File: src/rtl/div_ctrl_if.sv
// div_ctrl_if: Ex-side request/response and divider-core handshake bundle for div_ctrl
interface div_ctrl_if;
    logic        req_valid;
    logic [6:0]  req_opcode;
    logic [2:0]  req_funct3;
    logic [4:0]  req_waddr;
    logic [63:0] req_rs1;
    logic [63:0] req_rs2;
    logic        busy;
    logic [1:0]  div_hold_flag;
    logic [63:0] dividend;
    logic [63:0] divisor;
    logic [63:0] quotient;
    logic [63:0] remainder;
    logic        div_hold_end;
    logic        resp_valid;
    logic [63:0] resp_data;
    logic [4:0]  resp_waddr;

    modport slave (
        input  req_valid, req_opcode, req_funct3, req_waddr, req_rs1, req_rs2,
        input  quotient, remainder, div_hold_end,
        output busy, div_hold_flag, dividend, divisor, resp_valid, resp_data, resp_waddr
    );

    modport master (
        output req_valid, req_opcode, req_funct3, req_waddr, req_rs1, req_rs2,
        output quotient, remainder, div_hold_end,
        input  busy, div_hold_flag, dividend, divisor, resp_valid, resp_data, resp_waddr
    );
endinterface

File: src/rtl/div_ctrl.sv
// div_ctrl: RV64M divide/remainder front/back end around an iterative unsigned divider core
module div_ctrl (
    input  logic       i_clk,
    input  logic       i_rst_n,
    div_ctrl_if.slave  io_div
);
    localparam logic [3:0] S_IDLE   = 4'b0001;
    localparam logic [3:0] S_LAUNCH = 4'b0010;
    localparam logic [3:0] S_WAIT   = 4'b0100;
    localparam logic [3:0] S_DONE   = 4'b1000;

    logic [3:0]  r_state;
    logic [3:0]  w_next;
    logic        r_word;
    logic        r_rem;
    logic        r_qneg;
    logic        r_rneg;
    logic [4:0]  r_waddr;
    logic [63:0] r_a;
    logic [63:0] r_b;
    logic [63:0] r_result;

    // Request decode; only funct3 values 1xx with a MUL/DIV opcode are real requests
    logic        w_word;
    logic        w_sgn;
    logic        w_rem;
    logic        w_accept;
    logic [63:0] w_a;
    logic [63:0] w_b;
    logic [63:0] w_min;
    logic        w_dz;
    logic        w_ovf;
    logic        w_sa;
    logic        w_sb;
    logic [63:0] w_q;
    logic [63:0] w_r;

    assign w_word   = io_div.req_opcode == 7'b0111011;
    assign w_sgn    = ~io_div.req_funct3[0];
    assign w_rem    = io_div.req_funct3[1];
    assign w_accept = r_state[0] & io_div.req_valid & io_div.req_funct3[2]
                    & (w_word | io_div.req_opcode == 7'b0110011);
    assign w_a      = ~w_word ? io_div.req_rs1
                    : {{32{w_sgn & io_div.req_rs1[31]}}, io_div.req_rs1[31:0]};
    assign w_b      = ~w_word ? io_div.req_rs2
                    : {{32{w_sgn & io_div.req_rs2[31]}}, io_div.req_rs2[31:0]};
    assign w_min    = w_word ? 64'hFFFF_FFFF_8000_0000 : 64'h8000_0000_0000_0000;
    assign w_dz     = w_b == 64'd0;
    assign w_ovf    = w_sgn & (w_a == w_min) & (&w_b);
    assign w_sa     = w_sgn & w_a[63];
    assign w_sb     = w_sgn & w_b[63];
    assign w_q      = r_qneg ? -io_div.quotient : io_div.quotient;
    assign w_r      = r_rneg ? -io_div.remainder : io_div.remainder;

    // State register
    always_ff @(posedge i_clk or negedge i_rst_n) begin
        if (!i_rst_n)
            r_state <= S_IDLE;
        else
            r_state <= w_next;
    end

    // Next state: specials skip the core and answer directly from IDLE
    always_comb begin
        w_next = r_state[0] ? (!w_accept ? S_IDLE : (w_dz | w_ovf) ? S_DONE : S_LAUNCH)
               : r_state[1] ? S_WAIT
               : r_state[2] ? (io_div.div_hold_end ? S_DONE : S_WAIT)
               : S_IDLE;
    end

    // Operand/result latches: special results and magnitudes on accept, core result on completion
    always_ff @(posedge i_clk or negedge i_rst_n) begin
        if (!i_rst_n) begin
            r_word   <= 1'b0;
            r_rem    <= 1'b0;
            r_qneg   <= 1'b0;
            r_rneg   <= 1'b0;
            r_waddr  <= 5'd0;
            r_a      <= 64'd0;
            r_b      <= 64'd0;
            r_result <= 64'd0;
        end else if (w_accept) begin
            r_word   <= w_word;
            r_rem    <= w_rem;
            r_qneg   <= w_sa ^ w_sb;
            r_rneg   <= w_sa;
            r_waddr  <= io_div.req_waddr;
            r_a      <= w_sa ? -w_a : w_a;
            r_b      <= w_sb ? -w_b : w_b;
            r_result <= w_dz ? (w_rem ? w_a : '1) : (w_rem ? 64'd0 : w_a);
        end else if (r_state[2] && io_div.div_hold_end) begin
            r_result <= r_rem ? w_r : w_q;
        end
    end

    // Outputs decode registered state only; W results are re-sign-extended from bit 31
    always_comb begin
        io_div.busy          = ~r_state[0];
        io_div.div_hold_flag = r_state[1] ? 2'b10 : 2'b00;
        io_div.dividend      = r_state[1] ? r_a : 64'd0;
        io_div.divisor       = r_state[1] ? r_b : 64'd0;
        io_div.resp_valid    = r_state[3];
        io_div.resp_data     = !r_state[3] ? 64'd0
                             : r_word ? {{32{r_result[31]}}, r_result[31:0]} : r_result;
        io_div.resp_waddr    = r_state[3] ? r_waddr : 5'd0;
    end
endmodule

File: src/flat_wrapper.sv
// flat-port wrapper written by rule: the top's interface ports become plain ports
module div_ctrl_flat 
  (i_clk, i_rst_n, io_div_req_valid, io_div_req_opcode, io_div_req_funct3, io_div_req_waddr, io_div_req_rs1, io_div_req_rs2, io_div_quotient, io_div_remainder, io_div_div_hold_end, io_div_busy, io_div_div_hold_flag, io_div_dividend, io_div_divisor, io_div_resp_valid, io_div_resp_data, io_div_resp_waddr);
  div_ctrl_if io_div_i ();
  input  logic i_clk;
  input  logic i_rst_n;
  input wire logic [$bits(io_div_i.req_valid)-1:0] io_div_req_valid;
  input wire logic [$bits(io_div_i.req_opcode)-1:0] io_div_req_opcode;
  input wire logic [$bits(io_div_i.req_funct3)-1:0] io_div_req_funct3;
  input wire logic [$bits(io_div_i.req_waddr)-1:0] io_div_req_waddr;
  input wire logic [$bits(io_div_i.req_rs1)-1:0] io_div_req_rs1;
  input wire logic [$bits(io_div_i.req_rs2)-1:0] io_div_req_rs2;
  input wire logic [$bits(io_div_i.quotient)-1:0] io_div_quotient;
  input wire logic [$bits(io_div_i.remainder)-1:0] io_div_remainder;
  input wire logic [$bits(io_div_i.div_hold_end)-1:0] io_div_div_hold_end;
  output wire logic [$bits(io_div_i.busy)-1:0] io_div_busy;
  output wire logic [$bits(io_div_i.div_hold_flag)-1:0] io_div_div_hold_flag;
  output wire logic [$bits(io_div_i.dividend)-1:0] io_div_dividend;
  output wire logic [$bits(io_div_i.divisor)-1:0] io_div_divisor;
  output wire logic [$bits(io_div_i.resp_valid)-1:0] io_div_resp_valid;
  output wire logic [$bits(io_div_i.resp_data)-1:0] io_div_resp_data;
  output wire logic [$bits(io_div_i.resp_waddr)-1:0] io_div_resp_waddr;
  assign io_div_i.req_valid = io_div_req_valid;
  assign io_div_i.req_opcode = io_div_req_opcode;
  assign io_div_i.req_funct3 = io_div_req_funct3;
  assign io_div_i.req_waddr = io_div_req_waddr;
  assign io_div_i.req_rs1 = io_div_req_rs1;
  assign io_div_i.req_rs2 = io_div_req_rs2;
  assign io_div_i.quotient = io_div_quotient;
  assign io_div_i.remainder = io_div_remainder;
  assign io_div_i.div_hold_end = io_div_div_hold_end;
  assign io_div_busy = io_div_i.busy;
  assign io_div_div_hold_flag = io_div_i.div_hold_flag;
  assign io_div_dividend = io_div_i.dividend;
  assign io_div_divisor = io_div_i.divisor;
  assign io_div_resp_valid = io_div_i.resp_valid;
  assign io_div_resp_data = io_div_i.resp_data;
  assign io_div_resp_waddr = io_div_i.resp_waddr;
  div_ctrl u_core (.i_clk(i_clk), .i_rst_n(i_rst_n), .io_div(io_div_i));
endmodule
File: config.mk
export PLATFORM = sky130hd
export DESIGN_NAME = div_ctrl_flat
export DESIGN_NICKNAME = d
export VERILOG_FILES = /design/src/rtl/div_ctrl_if.sv /design/src/rtl/div_ctrl.sv /design/src/flat_wrapper.sv
export SDC_FILE = /design/constraint.sdc
export NUM_CORES = 1
export LEC_CHECK = 0
export ABC_AREA = 1
export BUFFER_PORTS_ARGS = -buffer_cell sky130_fd_sc_hd__buf_2
export CAP_MARGIN = 20
export CORE_ASPECT_RATIO = 1.4
export CORE_UTILIZATION = 50
export CTS_BUF_LIST = sky130_fd_sc_hd__clkbuf_8 sky130_fd_sc_hd__clkbuf_16
export CTS_CLUSTER_SIZE = 40
export DETAILED_ROUTE_END_ITERATION = 7
export PLACE_DENSITY = 0.72
export SETUP_SLACK_MARGIN = 0.15
export SYNTH_ARGS = -nofsm -noshare
export SYNTH_HDL_FRONTEND = slang
export SYNTH_SLANG_ARGS = --single-unit
File: constraint.sdc
create_clock -name i_clk -period 4.85 [get_ports i_clk]
set_input_delay 0.97 -clock i_clk [delete_from_list [all_inputs] [get_ports i_clk]]
set_output_delay 0.97 -clock i_clk [all_outputs]
set_load 0.01 [all_outputs]
==> results_dict.tcl, run 1 <==
set metrics [dict create \
    clkSinkCount 205 \
    path_class "in2reg" \
    drt-vias-per-instance 5.64 \
    synth_area_um2 20600 \
    ys_types 51 \
    crit_start "io_div_req_opcode[2]" \
    fp.dieH_um 242 \
    synth-edff-count 0 \
    grt_usage 0.427 \
    grt_setup_unrepaired "no" \
    ys_seq_area_frac 0.249 \
    crit_path_end_kind "flip-flop" \
    slowest_delay_ps 440 \
    fin_crit_sh 0.740 \
    cts_resized 0 \
    cts_buffers 21 \
    crit_chain "buf_2, inv_1, nand2_1, nor2_4, nand2_4, nand2_1, nand3_1, nor2_2, nand2_2, nor2_8, nand3_2, clkinv_2, o21ai_0, a21oi_1" \
    relSlewSlack 0.257 \
    nets 4378 \
    peakVddDrop_v 0.000277 \
    r2r-start "u_core.r_state[0]$_DFF_PN1_" \
    synthFlopType "dfrtp_1" \
    grt_first_pass_wirelength_mm 139 \
    cts_hold_buffers 0 \
    drt_first_iter_violations 2495 \
    wl_mm 92.1 \
    grt_start_max_net_pins 153 \
    cts_tree "built" \
    hpwl_mm 72.7 \
    placedCellCount 4608 \
    cts.htree.levels 1 \
    crit_fanout 73 \
    fin_util 0.591 \
    reg2reg_to "u_core.r_result[49]$_DFFE_PN0P_" \
    p_leak_nw 14.3 \
    power_density_nw_per_um2 213 \
    cts_buffer_depth 3 \
    worstSetupStartpointType "primary input" \
    die_w_um 174 \
    final_area_um2 23900 \
    cts_setup_buffers 0 \
    layout-drive-gt1-share 0.152 \
    status "finished clean" \
    syn_nets 4009 \
    grt_pass1_vias 24900 \
    vias 26300 \
    ant_nets 0 \
    clk_latency_ps 530 \
    r2r_setup_slack_ps 2050 \
    drv_cap 0 \
    critPathSlowestCell "nand2_4" \
    synthCells 3729 \
    max_freq_mhz 279 \
    place.gp.congestion 1.11 \
    stdcell_count 4654 \
    synthesis.area_per_instance_um2 5.52 \
    hold_path_class "reg2reg" \
    setup-violations-final 0 \
    drc 0 \
    cts.reportedPaths.clkPinSlew_ps 60 \
    r2r_cells 11 \
    rows 87 \
    cts_root_buffer "clkbuf_16" \
    setup_tns_ps 0 \
    async_flop_share 1.00 \
    crit_required_ps 5300 \
    core_area_um2 40500 \
    drt-wirelength-per-cell_um 19.8 \
    hold_viol_final 0 \
    path_common_cell "nand2_1" \
    final_cell_mix "nand2_1, buf_2, inv_1" \
    slew_violations 0 \
    ios 476 \
    area_growth_pct 16.3 \
    yosysWarningCount 0 \
    initial_utilization 0.509 \
    worst-slew-pin-transition_ps 1110 \
    drt_pass1_iterations 8 \
    post-route-min-period_ps 3590 \
    cp.arrival_ps 4040 \
    postPlaceCellArea_um2 23200 \
    fin_worst_skew_ps 15.1 \
    port_buffers 474 \
    cp-endpoint "u_core.r_result[7]$_DFFE_PN0P_" \
    mostFrequentLayoutCell "nand2_1" \
    grt_overflow 0 \
    grt_antenna_before_repair 10 \
    dieArea_um2 42000 \
    ys_seq_elements 205 \
]
==> critical path: cells and delay by family <==
| family | cells | cell delay [ps] |
|---|---|---|
| AND/OR/NAND/NOR | 9 | 2010 |
| AO/OA/AOI/OAI | 2 | 410 |
| buffers and inverters | 3 | 550 |
==> area by class of cell <==
type / instances / area (um2)
sequential: 205 / 5140
fill: 4372 / 16500
multi-input combinational: 2916 / 13100
clock inverter: 10 / 83.8
timing repair buffer: 506 / 2650
inverter: 448 / 1680
tap: 534 / 668
clock buffer: 26 / 594
antenna: 9 / 22.5
==> state kept, by name, summed over array words and instances (netlist names) <==
signal and count:
u_core.r_a 64, u_core.r_qneg 1, u_core.r_result 64, u_core.r_b 64, u_core.r_rneg 1, u_core.r_word 1, u_core.r_rem 1, u_core.r_waddr 5
u_core.r_state 4
==> per-stage QoR <==
step | hold WS (ps) | total power, W | setup slack, ps
detailed placement | 466 | 0.00339 | 930
global placement | 463 | 0.00337 | 1040
global route | 497 | 0.00531 | 1070
CTS | 483 | 0.00506 | 1380
floorplan | 430 | 0.00283 | 2140
finish | 480 | 0.00510 | 1260
==> Yosys cell counts, drive strengths merged, types with 10 or more instances <==
cell	number	area [um2]
a21oi	169	913
buf	54	302
clkbuf	106	398
dfrtp	204	5100
inv	441	1660
nand2	1433	5410
nand3	323	1640
nand3b	30	225
nand4	67	419
nor2	426	1670
nor3	44	220
o21ai	298	1560
or2	14	87.6
xnor2	10	87.6
xor2	63	552
==> routing by layer <==
metal  share of wire  track usage  vias up  routed length, um
li1                -            -    12500                  -
met1            0.35        0.474    11800              32300
met2            0.48        0.732     1551              43900
met3           0.086       0.0596      375               7940
met4           0.087        0.335        2               8000
met5         0.00015            0        -                 14
==> worst min path at each step <==
stage                                               start  cells past startpoint  slack, ps                         endpoint
after floorplan               u_core.r_state[2]$_DFF_PN0_                      1        430      u_core.r_state[0]$_DFF_PN1_
after global placement    u_core.r_result[40]$_DFFE_PN0P_                      2        460  u_core.r_result[40]$_DFFE_PN0P_
after detailed placement        u_core.r_b[6]$_DFFE_PN0P_                      2        470        u_core.r_b[6]$_DFFE_PN0P_
after CTS                 u_core.r_result[56]$_DFFE_PN0P_                      2        480  u_core.r_result[56]$_DFFE_PN0P_
after global routing           u_core.r_b[41]$_DFFE_PN0P_                      2        500       u_core.r_b[41]$_DFFE_PN0P_
final                     u_core.r_result[56]$_DFFE_PN0P_                      2        480  u_core.r_result[56]$_DFFE_PN0P_
==> where the power goes <==
part	leakage, nW	switching, W	total [W]	internal (W)
Sequential	2.69	0.000136	0.00203	0.00190
Combinational	11.3	0.000943	0.00138	0.000439
Clock	0.342	0.000762	0.00168	0.000922
Total	14.3	0.00184	0.00510	0.00326
==> kinds of logic (layout without fill, tap and decap cells) <==
family,after synthesis,in the layout,share of synthesized area
xor gates and xnor gates,73,73,0.0310
and+or+nand+nor,2342,2342,0.471
DFF,205,205,0.249
other,1,10,0.000182
adders and majority gates,5,5,0.00304
AOI/OAI and AO/OA,495,495,0.130
buffers and inverters,608,990,0.116
Power figures use the tool's default switching activity.
==> run 2, diff against run 1 <==
- ABC_AREA: 1 -> 0
- PLACE_DENSITY: 0.72 -> 0.74
- clock period: 4.85 -> 3.5 ns (I/O delays scaled with it)
==> run 2 against run 1 <==
First-iteration DRC count grew 6.8%; via count down 23%; synthesized cell count down 40%; global-route usage down 2.2 points; clock power up 43%; non-clock buffer count up 113; setup slack worse by 860 ps; final area fell by 9.3%; register-to-register slack lost 720 ps; clock skew decreased by 8.2 ps; power grew 27%.
==> results_dict.tcl, run 2 <==
set metrics [dict create \
    status "finished clean" \
    worstSetupStartpointType "primary input" \
    crit_start "io_div_req_rs2[29]" \
    clk_latency_ps 520 \
    cts_setup_buffers 0 \
    grt_pass1_vias 19400 \
    synth_commonest_cells "nand2_1, o21ai_0, dfrtp_1, and2_1, clkbuf_1" \
    ys_seq_elements 205 \
    slew_violations 0 \
    pwr-share-seq 0.419 \
    reg_top3 "u_core.r_a x64, u_core.r_b x64, u_core.r_result x64" \
    ant_nets 0 \
    globalRoute.busiestLayer "met2" \
    stdcell_count 3182 \
    cts_buffers 21 \
    cts.htree.levels 1 \
    grt_overflow 0 \
    cts_buffer_depth 3 \
    cts_root_buffer "clkbuf_16" \
    port_buffers 474 \
    wl_mm 74.3 \
    final_area_um2 21700 \
    cp.arrival_ps 3480 \
    area_growth_pct 24.6 \
    ios 476 \
    async_flop_share 1.00 \
    syn_nets 2516 \
    grt_util_met3 0.0550 \
    power_density_nw_per_um2 298 \
    swShare 0.303 \
    hold_path_class "in2async" \
    synthCells 2236 \
    final_cell_mix "buf_2, nand2_1, o21ai_0" \
    grt_start_max_net_pins 174 \
    r2r-start "u_core.r_rneg$_DFFE_PN0P_" \
    crit_required_ps 3880 \
    synth.most_common_cell "nand2_1" \
    drv_cap 0 \
    cts.reportedPaths.clkPinSlew_ps 70 \
    met2_usage 0.691 \
    cts_hold_buffers 0 \
    r2r_setup_slack_ps 1330 \
    fp.dieH_um 223 \
    synthesis.area_per_instance_um2 7.80 \
    synth_area_um2 17400 \
    die_w_um 160 \
    hold_viol_final 0 \
    peakVddDrop_v 0.000309 \
    yosys.area.top_type "dfrtp_1" \
    drt_pass1_iterations 6 \
    fin_crit_sh 0.885 \
    nFillCells 3106 \
    mostFrequentLayoutCell "buf_2" \
    ys_seq_area_frac 0.294 \
    cts_tree "built" \
    synth-edff-count 0 \
    initial_utilization 0.509 \
    max_freq_mhz 323 \
    relSlewSlack 0.394 \
    grt_setup_unrepaired "no" \
    drt_first_iter_violations 2664 \
    clkSinkCount 205 \
    nets 2987 \
    r2r_cells 5 \
    layout-drive-gt1-share 0.255 \
    p_switching_w 0.00196 \
    p_leak_nw 9.52 \
    p_total_w 0.00648 \
    synth.top_cell.area_share 0.293 \
    place.gp.congestion 1.03 \
    yosysWarningCount 0 \
    drc 0 \
    hpwl_mm 58.0 \
    cp-endpoint "u_core.r_b[57]$_DFFE_PN0P_" \
    cts_resized 0 \
    dieArea_um2 35600 \
    post-route-min-period_ps 3100 \
    timing.hold.ws_ps 185 \
    rows 80 \
    placedCellCount 3135 \
    worst-slew-pin-transition_ps 908 \
    comb_power_share 0.211 \
    internal_power_w 0.00452 \
    use_met1 0.495 \
    path_class "in2reg" \
    power_frac_clock 0.370 \
    reg2reg_to "u_core.r_result[63]$_DFFE_PN0P_" \
    synthFlopType "dfrtp_1" \
    grt_antenna_before_repair 7 \
    core_area_um2 34200 \
    ys_types 84 \
    grt_usage 0.404 \
    grt_first_pass_wirelength_mm 113 \
    vias 20200 \
    postPlaceCellArea_um2 21000 \
    setup-violations-final 0 \
    synth_area_leaders "dfrtp_1, xnor2_1, o21ai_0" \
    drt-vias-per-instance 6.34 \
    crit_path_end_kind "flip-flop" \
    drt-wirelength-per-cell_um 23.4 \
    fin_worst_skew_ps 6.91 \
    crit_fanout 6 \
]
==> run 2: cell count changes after synthesis, moves of 36 or more <==
cell	change
clkbuf_1	+42
nand2_1	-1170
inv_1	-421
o31ai_1	+62
nor4_1	+38
o21ai_0	-38
nand3_1	-289
and2_1	+170
o41ai_1	+39
or4_1	+36
nand2b_1	+43
xnor2_1	+130
nor2_1	-297
==> run 2: worst min path at each step <==
stage,cells past startpoint,startpoint,to
final,1,i_rst_n,u_core.r_b[42]$_DFFE_PN0P_
after global routing,1,i_rst_n,u_core.r_b[52]$_DFFE_PN0P_
after CTS,1,i_rst_n,u_core.r_b[48]$_DFFE_PN0P_
after detailed placement,2,u_core.r_waddr[0]$_DFFE_PN0P_,u_core.r_waddr[0]$_DFFE_PN0P_
after global placement,2,u_core.r_waddr[4]$_DFFE_PN0P_,u_core.r_waddr[4]$_DFFE_PN0P_
after floorplan,0,i_rst_n,u_core.r_a[0]$_DFFE_PN0P_
==> run 2: worst max-delay path, stage by stage <==
cell      delay [ps]
buf_2            130
or4_2            700
nand3b_1         230
or4_1            620
nor3_1           310
buf_4            210
a21oi_1          100
xor2_1           340
o21ai_0          130
==> run 2: through the flow <==
stage / setup slack, ps / utilization / setup TNS [ps]
after floorplan: 290 / - / 0
after global placement: -89.8 / 0.613 / -93.4
after detailed placement: -106 / 0.613 / -241
after CTS: 433 / 0.634 / 0
after global routing: 203 / 0.634 / 0
final: 403 / 0.635 / 0
==> run 2: power by group through the flow <==
stage	Sequential [W]	Clock, W	Combinational [W]
after floorplan	0.00269	0	0.000712
after detailed placement	0.00275	0	0.00134
after global placement	0.00274	0	0.00131
after CTS	0.00271	0.00241	0.00134
final	0.00271	0.00240	0.00137
after global routing	0.00273	0.00249	0.00149
==> run 2: layout make-up <==
type                            count  area, um2  share of cell area
Clock inverter                     10       96.3             0.00443
Timing Repair Buffer              619       3680               0.169
Sequential cell                   205       5130               0.236
Tap cell                          451        564              0.0260
Inverter                           19       71.3             0.00328
Clock buffer                       28        622              0.0286
Antenna cell                        9       22.5             0.00104
Multi-Input combinational cell   1841      11500               0.531
==> run 2: kinds of logic after synthesis <==
group           share of synthesized area
compound gates                      0.250
xor+xnor                            0.120
fa+ha+maj                          0.0179
buf+inv                            0.0461
flops                               0.294
mux                               0.00696
other cells                      0.000215
simple gates                        0.265
==> run 2: layer usage <==
layer / part of all wire / vias up
met3: 0.076 / 242
met5: 0 / -
met2: 0.49 / 1254
met4: 0.056 / 0
met1: 0.38 / 9600
li1: - / 9070
